[src/rtl/pwm_pkg.sv]
// pwm_pkg: default build parameters and period helper shared by the PWM block
package pwm_pkg;
  localparam int NUM_CH_DEF  = 16;
  localparam int CNT_W_DEF   = 8;
  localparam int PRESC_W_DEF = 8;
  function automatic int period_of(input int cnt_w);
    return (1 << cnt_w) - 1;
  endfunction
endpackage

[src/rtl/pwm_timebase.sv]
// pwm_timebase: shared prescaler and period counter
//   clk_i, rst_ni   clock, synchronous active-low reset
//   prescale_i      prescaler terminal value (tick every prescale_i+1 clocks)
//   cnt_o           period counter, 0..PERIOD-1
//   wrap_o          combinational, high on the tick that wraps the counter
//   period_end_o    registered wrap, one-cycle pulse as the counter becomes 0
module pwm_timebase
  import pwm_pkg::*;
#(
  parameter int CNT_W   = CNT_W_DEF,
  parameter int PRESC_W = PRESC_W_DEF
) (
  input  logic               clk_i,
  input  logic               rst_ni,
  input  logic [PRESC_W-1:0] prescale_i,
  output logic [CNT_W-1:0]   cnt_o,
  output logic               wrap_o,
  output logic               period_end_o
);
  localparam logic [CNT_W-1:0] LAST = CNT_W'(period_of(CNT_W) - 1);
  logic [PRESC_W-1:0] presc_q, presc_d;
  logic [CNT_W-1:0]   cnt_q, cnt_d;
  logic               pe_q, tick;
  // >= rather than == so lowering prescale below the running count ticks at once
  assign tick    = presc_q >= prescale_i;
  assign wrap_o  = tick && cnt_q == LAST;
  assign presc_d = tick ? '0 : PRESC_W'(presc_q + 1'b1);
  assign cnt_d   = !tick ? cnt_q : wrap_o ? '0 : CNT_W'(cnt_q + 1'b1);
  always_ff @(posedge clk_i) begin
    if (!rst_ni) begin
      presc_q <= '0;
      cnt_q   <= '0;
      pe_q    <= 1'b0;
    end else begin
      presc_q <= presc_d;
      cnt_q   <= cnt_d;
      pe_q    <= wrap_o;
    end
  end
  assign cnt_o        = cnt_q;
  assign period_end_o = pe_q;
endmodule

[src/rtl/pwm_multi_channel.sv]
// pwm_multi_channel: NUM_CH PWM outputs on one shared timebase with period-aligned duty updates
//   clk_i, rst_ni   clock, synchronous active-low reset
//   en_out_i        per-channel output enable (0 forces output low)
//   en_pwm_i        per-channel PWM enable (0 gives static high when output enabled)
//   prescale_i      timebase prescaler terminal value
//   duty_wr_i       one-cycle duty write strobe for duty_ch_i / duty_val_i
//   period_end_o    one-cycle pulse on counter wrap
//   out_o           registered channel outputs
module pwm_multi_channel
  import pwm_pkg::*;
#(
  parameter  int NUM_CH  = NUM_CH_DEF,
  parameter  int CNT_W   = CNT_W_DEF,
  parameter  int PRESC_W = PRESC_W_DEF,
  localparam int CH_W    = NUM_CH > 1 ? $clog2(NUM_CH) : 1
) (
  input  logic               clk_i,
  input  logic               rst_ni,
  input  logic [NUM_CH-1:0]  en_out_i,
  input  logic [NUM_CH-1:0]  en_pwm_i,
  input  logic [PRESC_W-1:0] prescale_i,
  input  logic               duty_wr_i,
  input  logic [CH_W-1:0]    duty_ch_i,
  input  logic [CNT_W-1:0]   duty_val_i,
  output logic               period_end_o,
  output logic [NUM_CH-1:0]  out_o
);
  localparam logic [CNT_W-1:0] PERIOD = CNT_W'(period_of(CNT_W));
  localparam logic [CH_W:0]    NCH    = (CH_W + 1)'(NUM_CH);
  logic [CNT_W-1:0]  cnt;
  logic              wrap, ch_ok;
  logic [NUM_CH-1:0] out_d, out_q;
  pwm_timebase #(.CNT_W(CNT_W), .PRESC_W(PRESC_W)) u_tb (
    .clk_i       (clk_i),
    .rst_ni      (rst_ni),
    .prescale_i  (prescale_i),
    .cnt_o       (cnt),
    .wrap_o      (wrap),
    .period_end_o(period_end_o)
  );
  assign ch_ok = {1'b0, duty_ch_i} < NCH;
  for (genvar c = 0; c < NUM_CH; c++) begin : g_ch
    logic [CNT_W-1:0] pend_q, pend_d, act_q, act_d;
    logic             hit, pwm;
    assign hit    = duty_wr_i && ch_ok && duty_ch_i == CH_W'(c);
    assign pend_d = hit ? duty_val_i : pend_q;
    // active loads the post-write pending value so a write on the wrap cycle is not delayed
    assign act_d  = wrap ? pend_d : act_q;
    assign pwm    = act_q == PERIOD ? 1'b1 : cnt < act_q;
    assign out_d[c] = en_out_i[c] & (~en_pwm_i[c] | pwm);
    always_ff @(posedge clk_i) begin
      if (!rst_ni) begin
        pend_q <= '0;
        act_q  <= '0;
      end else begin
        pend_q <= pend_d;
        act_q  <= act_d;
      end
    end
  end
  always_ff @(posedge clk_i) begin
    if (!rst_ni) out_q <= '0;
    else         out_q <= out_d;
  end
  assign out_o = out_q;
endmodule
[config.mk]
export PLATFORM = sky130hd
export DESIGN_NAME = pwm_multi_channel
export DESIGN_NICKNAME = d
export VERILOG_FILES = /design/src/rtl/pwm_pkg.sv /design/src/rtl/pwm_timebase.sv /design/src/rtl/pwm_multi_channel.sv
export SDC_FILE = /design/constraint.sdc
export NUM_CORES = 1
export LEC_CHECK = 0
export BUFFER_PORTS_ARGS = -buffer_cell sky130_fd_sc_hd__clkbuf_2
export CORE_MARGIN = 8
export CORE_UTILIZATION = 51
export DETAILED_ROUTE_END_ITERATION = 10
export GPL_TIMING_DRIVEN = 0
export HOLD_SLACK_MARGIN = 0.03
export PLACE_DENSITY = 0.66
export SLEW_MARGIN = 20
export SYNTH_ARGS = -nofsm -noshare
export SYNTH_HDL_FRONTEND = slang
export SYNTH_HIERARCHICAL = 1
export SYNTH_SLANG_ARGS = --single-unit
[constraint.sdc]
create_clock -name clk_i -period 4.45 [get_ports clk_i]
set_input_delay 0.6675 -clock clk_i [delete_from_list [all_inputs] [get_ports clk_i]]
set_output_delay 0.6675 -clock clk_i [all_outputs]
set_load 0.02 [all_outputs]
# Yosys cells after proc, flatten, opt, wreduce, memory -nomap -nowiden
# Cells that the tools add are included.
# W data, S select, Z words.
[totals]
regBits = 289
out_inout_bits = 17
in_bits = 55
latch_bits = 0
elab_cells = 188
mem_count = 0
ram_bits = 0
romBits = 0
[classes]
shifts = 0
n_mux = 33
n_eq_ne = 32
n_div = 0
reduce_logical = 19
magnitude_cmp = 17
n_bitwise = 49
n_addsub = 2
mul = 0
[op_table]
columns = ["operator", "count"]
rows = [
  ["$eq A8 B8 Y1 const B", 17],
  ["$mux W8", 17],
  ["$lt A8 B8 Y1", 16],
  ["$eq A4 B4 Y1 const B", 8],
  ["$logic_and A1 B1 Y1", 17],
  ["$not A1 Y1", 17],
  ["$add A8 B1 Y8 const B", 2],
  ["$and A1 B1 Y1", 16],
  ["$eq A4 B3 Y1 const B", 4],
  ["$mux W1", 16],
  ["$or A1 B1 Y1", 16],
  ["$eq A4 B2 Y1 const B", 2],
  ["$ge A8 B8 Y1", 1],
  ["$eq A4 B1 Y1 const B", 1],
  ["$logic_not A4 Y1", 1],
  ["$reduce_or A2 Y1", 1],
]

# Depth between registers and ports, before layout
# Gate-level depths: netlist (run 1).
[logic_depth]
word_depth = 4
mapped_depth = 10
mapped_depth_nobuf = 8

# By module
# Netlist (run 1), hierarchy kept.
[by_module_without_submodules]
columns = ["module", "area_per_inst_um2", "cells_each", "instances", "seq_area_each_um2"]
rows = [
  ["pwm_multi_channel", 12488.2, 1357, 1, 5445.2],
  ["pwm_timebase", 984.7, 117, 1, 340.3],
]

# Worst setup path before layout (run 1)
# OpenSTA, ideal clock, no wires.
[synth_timing]
path_type = "input to register"
startpoint = "in prescale_i[0]"
endpoint = "reg g_ch[1].act_q[6]"
t_arrival_ns = 2.428
n_path_buf = 2
t_required_ns = 4.318
cell_stages = 9
path_slack_ns = 1.889
setup_time_ns = 0.132
cell_sequence = "ha_1 nand2b_1 a2111o_1 a31oi_4 nor2_1 clkbuf_1 clkbuf_1 o21ai_0 a21oi_1"
[synth_via]
elab_chain_cells = 2
[synth_lines]
columns = ["element", "line", "source"]
rows = [
  ["start: declaration", "pwm_multi_channel.sv:21", "input logic [PRESC_W-1:0] prescale_i,"],
  ["$ge A8 B8 Y1", "pwm_timebase.sv:25", "assign tick = presc_q >= prescale_i;"],
  ["$logic_and A1 B1 Y1", "pwm_timebase.sv:26", "assign wrap_o = tick && cnt_q == LAST;"],
  ["net wrap", "pwm_multi_channel.sv:31", "logic wrap, ch_ok;"],
  ["end signal: assignment", "pwm_multi_channel.sv:57", "act_q <= act_d;"],
  ["end: declaration", "pwm_multi_channel.sv:43", "logic [CNT_W-1:0] pend_q, pend_d, act_q, act_d;"],
]
# The timed path passes the listed nets, and every way through them passes these cells.
# A chain may end at the register's enable or synchronous reset.

# Final worst setup path (run 1)
[layout_timing]
startpoint = "reg u_tb.cnt_q[4], in the netlist u_tb/cnt_o[4]"
endpoint = "reg g_ch[12].act_q[0]"
[layout_via]
elab_chain_cells = 2
[layout_lines]
columns = ["element", "line", "source"]
rows = [
  ["start: declaration", "pwm_timebase.sv:22", "logic [CNT_W-1:0] cnt_q, cnt_d;"],
  ["start signal: assignment", "pwm_timebase.sv:36", "cnt_q <= cnt_d;"],
  ["$eq A8 B8 Y1", "pwm_timebase.sv:26", ""],
  ["$logic_and A1 B1 Y1", "pwm_timebase.sv:26", ""],
  ["net wrap", "pwm_multi_channel.sv:31", ""],
  ["end signal: assignment", "pwm_multi_channel.sv:57", ""],
  ["end: declaration", "pwm_multi_channel.sv:43", ""],
]
# The timed path passes the listed nets, and every way through them passes these cells.

==> results of run 1 <==
## metrics by stage
stage	hold slack, ns	area (sq um)	total power, mW	instances
after CTS	0.335	15300	5.63	1935
after global placement	0.447	14200	2.91	1880
final	0.365	15300	5.58	1936
after detailed placement	0.461	14300	2.92	1880
after global routing	0.371	15300	5.75	1935
after floorplan	0.430	13500	2.81	1474
## worst max-delay path: stages (launching register included)
cell and delay, ns:
dfxtp_2 0.86, nand4_1 0.26, or3_1 0.40, buf_2 0.17
nor2_1 0.40, clkbuf_1 0.71, buf_1 0.44, o21ai_0 0.16
a21oi_1 0.15
## cell type report
cell class              instances  share of cell area
diodes                          1            0.000163
plain buffers                  79              0.0205
clock buffers                  44              0.0589
clock inverters                11              0.0119
inverters                     122              0.0298
multi-input cells             984               0.451
flip-flops and latches        289               0.378
well taps                     335              0.0273
repair buffers                 71              0.0232
## synthesized netlist by cell type, types with 7 or more instances
cell       count
clkbuf_1      56
dfxtp_1      289
nand2_1       41
nor2_1        55
o221ai_1       7
nand2b_1      14
buf_1         13
nor2_2         9
nor2b_1      128
a21oi_1      150
a211oi_1       7
nor3b_1        9
a32o_1         9
nand4_1       47
a21o_1         7
mux2i_1      128
nand3_1       22
a2111oi_0      9
inv_1        122
ha_1         123
o21ai_0      175
buf_2          9
o211ai_1       9
## power by group
part           switching (mW)  total, mW  internal [mW]
Sequential            0.00784       2.62           2.61
Combinational           0.153      0.241         0.0877
Clock                    1.03       2.72           1.69
Total                    1.20       5.58           4.39
## routing by layer
layer | wire length [um] | vias up
met5 | 13 | -
met3 | 1600 | 65
met4 | 794 | 2
met1 | 17200 | 5128
li1 | - | 5368
met2 | 16200 | 221
## flip-flops by register name, summed over array words and instances (netlist names)
signal             cells
out_o                 16
u_tb/cnt_o             8
u_tb/presc_q           8
g_ch.act_q           128
u_tb/period_end_o      1
g_ch.pend_q          128
## worst max-delay path by stage
stage / slack, ns / cells after the start / endpoint / start
floorplan: 1.89 / 9 / g_ch[1].act_q[6]$_SDFFE_PN0P_ / prescale_i[0]
global placement: 0.47 / 8 / g_ch[13].act_q[6]$_SDFFE_PN0P_ / u_tb/cnt_o[5]$_SDFFE_PN0P_
detailed placement: 0.97 / 8 / g_ch[1].act_q[6]$_SDFFE_PN0P_ / u_tb/cnt_o[4]$_SDFFE_PN0P_
CTS: 0.94 / 8 / g_ch[6].act_q[5]$_SDFFE_PN0P_ / u_tb/cnt_o[5]$_SDFFE_PN0P_
global route: 0.70 / 8 / g_ch[12].act_q[1]$_SDFFE_PN0P_ / u_tb/cnt_o[4]$_SDFFE_PN0P_
finish: 0.80 / 8 / g_ch[12].act_q[0]$_SDFFE_PN0P_ / u_tb/cnt_o[4]$_SDFFE_PN0P_
## cell families (layout without fill, tap and decap cells)
| group | count (synthesis) | count (layout) | synth area share |
|---|---|---|---|
| AO/OA/AOI/OAI | 382 | 382 | 0.157 |
| multiplexers | 128 | 128 | 0.0951 |
| flip-flops | 289 | 289 | 0.429 |
| XOR/XNOR | 6 | 6 | 0.00390 |
| other | 0 | 1 | 0 |
| buffers and inverters | 201 | 327 | 0.0574 |
| adder cells (fa/ha/maj) | 123 | 123 | 0.114 |
| AND/OR/NAND/NOR | 345 | 345 | 0.143 |
==> qor.csv, run 1 <==
stage;metric;value;unit
die;Die Wd;179;um
clock_tree;Reg clk slew, reported paths;0.06;ns
die;die area;31900;sq um
sta;max_slew headroom;0.331;
synthesis;share of the synthesized area in the top cell type;0.429;
grt;number of global-route vias before repair;10615;
grt;met3 GRT Util;0.0296;
placement;pre-CTS setup slack;0.970;ns
clock_tree;CTS Buf Count;31;
hold_path;hold path depth;3;
routing;Vias;10784;
synthesis;Post-synth EDFFs;0;
sta;Slew Viols, Final;0;
sta;worst-margin pin slew;1.00;ns
sta;final setup margin;0.800;ns
synthesis;Primary FF master, synth;dfxtp_1;
worst_setup_path;Worst setup SP type;flop;
routing;DR WL/cell;18.5;um
routing;drt total wl;35.8;mm
sta;final worst path period need;3.65;ns
clock_tree;CTS root buffer;clkbuf_16;
synthesis;largest area contributor in the netlist;dfxtp_1;
cells_and_area;FF/Latch Area;5790;sq um
cells_and_area;Final Net Count;1756;
hold_path;hold crit path type;in -> reg;
sta;Final TNS setup;0;ns
cells_and_area;area of the multi-input gates;6910;sq um
worst_setup_path;terminus of the critical flop-to-flop path;g_ch[12].act_q[0]$_SDFFE_PN0P_;
clock_tree;H-Tree Depth;1;
worst_setup_path;R2R Setup Slk;0.80;ns
hold_path;hold path start;en_out_i[8];
synthesis;Avg Cell Area, Syn;9.14;sq um
synthesis;asr flop ratio synth;0;
sta;fmax;0.274;GHz
routing;Routed Antenna Nets;0;
clock_tree;clk_lat worst skew;0.55;ns
clock_tree;Post-CTS Setup Inserts;0;
clock_tree;clock tree from TritonCTS;yes;
grt;GRT busiest layer;met2;
worst_setup_path;reg2reg path depth;8;
worst_setup_path;r2r startpoint;u_tb/cnt_o[4]$_SDFFE_PN0P_;
power_and_ir_drop;Leak;6.03;nW
outcome;outcome;complete, no violations;
worst_setup_path;crit path DAT;4.12;ns
power_and_ir_drop;power density cells;364;nW/um^2
cells_and_area;Util after Layout;0.591;
flow_run;Max-Cap Viols;0;
cells_and_area;Filler cells;2323;
worst_setup_path;CP required;4.92;ns
synthesis;Post-Syn Instances;1474;
synthesis;Syn Std Cell Area;13500;sq um
placement;RePlAce Congestion;0.823;
synthesis;Synth Warn #;6;
clock_tree;CTS Sinks;289;
synthesis;Yosys cell types;40;
grt;initial antenna violation count;2;
synthesis;register area share after synthesis;0.429;
sta;final hold vios;0;
synthesis;Synth Register Bits;289;
synthesis;Synth area leaders;dfxtp_1 43%, ha_1 11%, mux2i_1 9.5%;
placement;Final HPWL DP;24.0;mm
grt;total gr overflow;0;
cells_and_area;most common cell after layout, fill and taps aside;dfxtp_1;
die;Core ar.;26000;sq um
worst_setup_path;crit path max fanout;21;
clock_tree;cts repair resizes;0;
grt;total track usage;0.226;
die;Die Span Y;179;um
grt;global-route wire length before repair;57.3;mm
power_and_ir_drop;Peak VDD IR;0.227;mV
sta;fin crit share;0.820;
cells_and_area;commonest cells after routing, fill and taps aside;282 x dfxtp_1, 175 x o21ai_0, 150 x a21oi_1;
grt;grt met1 use;0.308;
cells_and_area;Area Growth Syn to Fin;13.9;%
cells_and_area;fraction of layout cells with a size suffix above 1;0.0975;
sta;Post-Route Skew;0.0174;ns
clock_tree;cts hold-fix bufs;0;
hold_path;WHS Endpoint;out_o[8]$_SDFF_PN0_;
routing;post-DR vias/cell;5.57;
worst_setup_path;critical path type;reg -> reg;
die;IO Pins;72;
die;Core Rows;59;
sta;Final setup violation count;0;
routing;Initial DRC Count;654;
worst_setup_path;Critical Path End Type;flop;
routing;DRC viols;0;
grt;GRT met2 Usage;0.368;
sta;unrepaired setup endpoints after global routing;no;
placement;Port Buffers;71;
routing;First-pass DRT Iterations;5;
clock_tree;maximum clock path buffer count;3;
die;Starting Density;0.518;
grt;largest net degree at the start of global routing;23;
synthesis;post-synth net total;1652;
Note: power is estimated with default switching activity, not from simulation.
==> inputs of run 2 (changes only) <==
--- a/config.mk
+++ b/config.mk
@@ -5,13 +5,14 @@
 export SDC_FILE = /design/constraint.sdc
 export NUM_CORES = 1
 export LEC_CHECK = 0
+export ABC_AREA = 1
 export BUFFER_PORTS_ARGS = -buffer_cell sky130_fd_sc_hd__clkbuf_2
 export CORE_MARGIN = 8
 export CORE_UTILIZATION = 51
 export DETAILED_ROUTE_END_ITERATION = 10
 export GPL_TIMING_DRIVEN = 0
 export HOLD_SLACK_MARGIN = 0.03
-export PLACE_DENSITY = 0.66
+export PLACE_DENSITY = 0.69
 export SLEW_MARGIN = 20
 export SYNTH_ARGS = -nofsm -noshare
 export SYNTH_HDL_FRONTEND = slang
==> constraint.sdc (replaced) <==
create_clock -name clk_i -period 3.1 [get_ports clk_i]
set_input_delay 0.465 -clock clk_i [delete_from_list [all_inputs] [get_ports clk_i]]
set_output_delay 0.465 -clock clk_i [all_outputs]
set_load 0.02 [all_outputs]
==> run 2 against run 1 <==
Compared with the run above:
- routed wire length rose by 13%
- first-iteration DRC count is 69% higher
- synthesized cell count is 34% higher
- die area increased by 6.3%
- core utilization fell by 0.13 points
- area after synthesis up 6.9%
- worst setup slack got worse by 0.56 ns
- global-route usage rose by 1.1 points
==> qor.csv, run 2 <==
stage;metric;value;unit;change
outcome;outcome;complete, no violations;;
synthesis;Post-Syn Instances;1979;;+34%
power_and_ir_drop;total power draw;7.68;mW;+38%
cells_and_area;fraction of layout cells with a size suffix above 1;0.0821;;-0.0154
clock_tree;CTS Sinks;289;;unchanged
sta;worst-margin pin slew;1.04;ns;+0.0410 ns
grt;number of global-route vias before repair;12520;;+18%
synthesis;Synth area leaders;dfxtp_1 40%, ha_1 11%, nand2_1 9.6%;;
routing;First-pass DRT Iterations;5;;unchanged
die;die area;33900;sq um;+6.3%
power_and_ir_drop;power density cells;469;nW/um^2;+29%
sta;final worst path period need;2.86;ns;-0.789 ns
grt;total gr overflow;0;;unchanged
placement;dpl cells;2434;;+29%
cells_and_area;Final Cell Area;16400;sq um;+6.7%
grt;global-route wire length before repair;64.2;mm;+12%
sta;hold slack;0.0998;ns;-0.265 ns
synthesis;post-synth net total;2157;;+31%
sta;Slew Viols, Final;0;;unchanged
worst_setup_path;Max stage delay on crit path;0.41;ns;-0.45 ns
die;Die Span Y;184;um;+3.1%
clock_tree;cts hold-fix bufs;0;;unchanged
worst_setup_path;critical path type;reg -> reg;;
worst_setup_path;Worst setup SP type;flop;;
clock_tree;H-Tree Depth;1;;unchanged
routing;drt total wl;40.5;mm;+13%
routing;DR WL/cell;16.3;um;-12%
worst_setup_path;CP required;3.56;ns;-1.36 ns
die;IO Pins;72;;unchanged
synthesis;Synth Area in Compound Gates;0.170;;+0.0129
synthesis;Post-Synth Adder-Cell Area;0.107;;-0.00739
power_and_ir_drop;Peak VDD IR;0.369;mV;+63%
power_and_ir_drop;Leak;7.88;nW;+31%
placement;DP Area;15400;sq um;+8.0%
synthesis;Post-synth top cells;369 x nand2_1, 323 x inv_1, 289 x dfxtp_1, 247 x a21oi_1, 164 x o21ai_0;;
synthesis;register area share after synthesis;0.402;;-0.0278
cells_and_area;commonest cells after routing, fill and taps aside;369 x nand2_1, 323 x inv_1, 282 x dfxtp_1;;
die;Core ar.;27800;sq um;+6.9%
routing;Routed Antenna Nets;0;;unchanged
synthesis;Synth Area in Simple Gates;0.207;;+0.0641
cells_and_area;Area Growth Syn to Fin;13.6;%;
sta;final setup margin;0.239;ns;-0.561 ns
cells_and_area;Filler cells;2678;;+15%
synthesis;Syn Std Cell Area;14400;sq um;+6.9%
synthesis;Synth Register Bits;289;;unchanged
cells_and_area;Final Net Count;2266;;+29%
worst_setup_path;crit path DAT;3.32;ns;-0.80 ns
clock_tree;CTS root buffer;clkbuf_16;;
die;Die Wd;184;um;+3.1%
placement;Port Buffers;71;;unchanged
flow_run;Max-Cap Viols;0;;unchanged
die;Starting Density;0.519;;about the same
synthesis;largest family of logic cells by synthesized area;simple AND/OR/NAND/NOR gates;;
synthesis;top-count cell post-synth;nand2_1;;
synthesis;Primary FF master, synth;dfxtp_1;;
worst_setup_path;crit path max fanout;10;;-52%
grt;total track usage;0.237;;+0.0111
synthesis;Post-synth EDFFs;0;;unchanged
placement;Final HPWL DP;28.9;mm;+20%
sta;max_slew headroom;0.304;;-0.0273
clock_tree;clk_lat worst skew;0.56;ns;about the same
synthesis;asr flop ratio synth;0;;unchanged
worst_setup_path;most frequent CP cell;nand2_1;;
clock_tree;clock tree from TritonCTS;yes;;
sta;Post-Route Skew;0.0183;ns;+0.000867 ns
cells_and_area;most common cell after layout, fill and taps aside;nand2_1;;
synthesis;Synth Warn #;6;;unchanged
sta;fmax;0.350;GHz;+28%
hold_path;hold crit path type;in -> reg;;
clock_tree;Post-CTS Setup Inserts;0;;unchanged
routing;post-DR vias/cell;5.26;;-5.5%
clock_tree;CTS Buf Count;31;;unchanged
grt;initial antenna violation count;0;;-2
sta;fin crit share;0.923;;+0.103
synthesis;Avg Cell Area, Syn;7.28;sq um;-20%
die;Core Rows;61;;+3.4%
grt;largest net degree at the start of global routing;21;;-8.7%
sta;unrepaired setup endpoints after global routing;no;;
clock_tree;Reg clk slew, reported paths;0.06;ns;about the same
worst_setup_path;slowest library cell on the worst path;clkbuf_1;;
worst_setup_path;CP Cell Sequence;ha_1, nand2_1, nand2_1, nand2_1, nand2_1, nand2_2, nand3_4, nand2_2, inv_1, buf_2, clkinvlp_4, clkbuf_4, clkbuf_1, a21oi_1, nand2_1, inv_1;;
sta;Final TNS setup;0;ns;unchanged
placement;pre-CTS setup slack;-0.250;ns;-1.22 ns
sta;Final setup violation count;0;;unchanged
cells_and_area;post-route non-filler standard cell count;2485;;+28%
worst_setup_path;Critical Path End Type;flop;;
sta;final hold vios;0;;unchanged
placement;RePlAce Congestion;0.867;;+5.4%
synthesis;largest area contributor in the netlist;dfxtp_1;;
cells_and_area;ANT cells;0;;-1
routing;Vias;13074;;+21%
routing;DRC viols;0;;unchanged
clock_tree;maximum clock path buffer count;3;;unchanged
synthesis;Synth Area in XOR/XNOR;0.00608;;+0.00218
routing;Initial DRC Count;1104;;+69%
synthesis;mux cell area share after synthesis;0;;-0.0951
clock_tree;cts repair resizes;2;;+2
synthesis;share of the synthesized area in the top cell type;0.402;;-0.0278
synthesis;Yosys cell types;33;;-18%
cells_and_area;Util after Layout;0.589;;-0.00131
run 2: final timing paths:
check	depth (start not counted)	slack, ns	startpoint	to
min reg2reg	1	0.47	u_tb/presc_q[0]$_SDFF_PP0_	u_tb/presc_q[0]$_SDFF_PP0_
min	3	0.1	en_out_i[12]	out_o[12]$_SDFF_PN0_
max	16	0.24	u_tb/presc_q[1]$_SDFF_PP0_	g_ch[13].act_q[6]$_SDFFE_PN0P_
max reg2reg	16	0.24	u_tb/presc_q[1]$_SDFF_PP0_	g_ch[13].act_q[6]$_SDFFE_PN0P_
run 2: area by class of cell:
type,instances,area [sq um],area share
multi-input cells,1278,7060,0.431
clock buffers,42,847,0.0517
inverters,327,1230,0.0752
clock inverters,10,106,0.00650
repair buffers,77,513,0.0313
flip-flops and latches,289,5800,0.354
plain buffers,84,348,0.0212
well taps,378,473,0.0289
run 2: critical path: cells and delay by family, from the launching register on:
kind	cells	cell delay, ns
buf+inv	6	1.15
simple gates	8	0.78
flops	1	0.40
fa+ha+maj	1	0.29
compound gates	1	0.13
run 2: where the power goes:
part	total, mW	internal, mW	switching (mW)
Combinational	0.374	0.101	0.274
Sequential	3.77	3.75	0.0157
Clock	3.54	2.06	1.48
Total	7.68	5.91	1.77
run 2: per-layer routing:
layer	routed length, um	vias to the layer above	GRT usage	part of all wire
li1	-	6591	-	-
met1	17900	6012	0.306	0.44
met2	18500	386	0.400	0.46
met3	2820	85	0.0354	0.070
met4	1250	0	0.0758	0.031
met5	0	-	0	0
run 2: cell families after synthesis:
family / Yosys count
and+or+nand+nor: 680
DFF: 289
buffers and inverters: 412
xor gates and xnor gates: 10
adders and majority gates: 123
AOI/OAI and AO/OA: 465
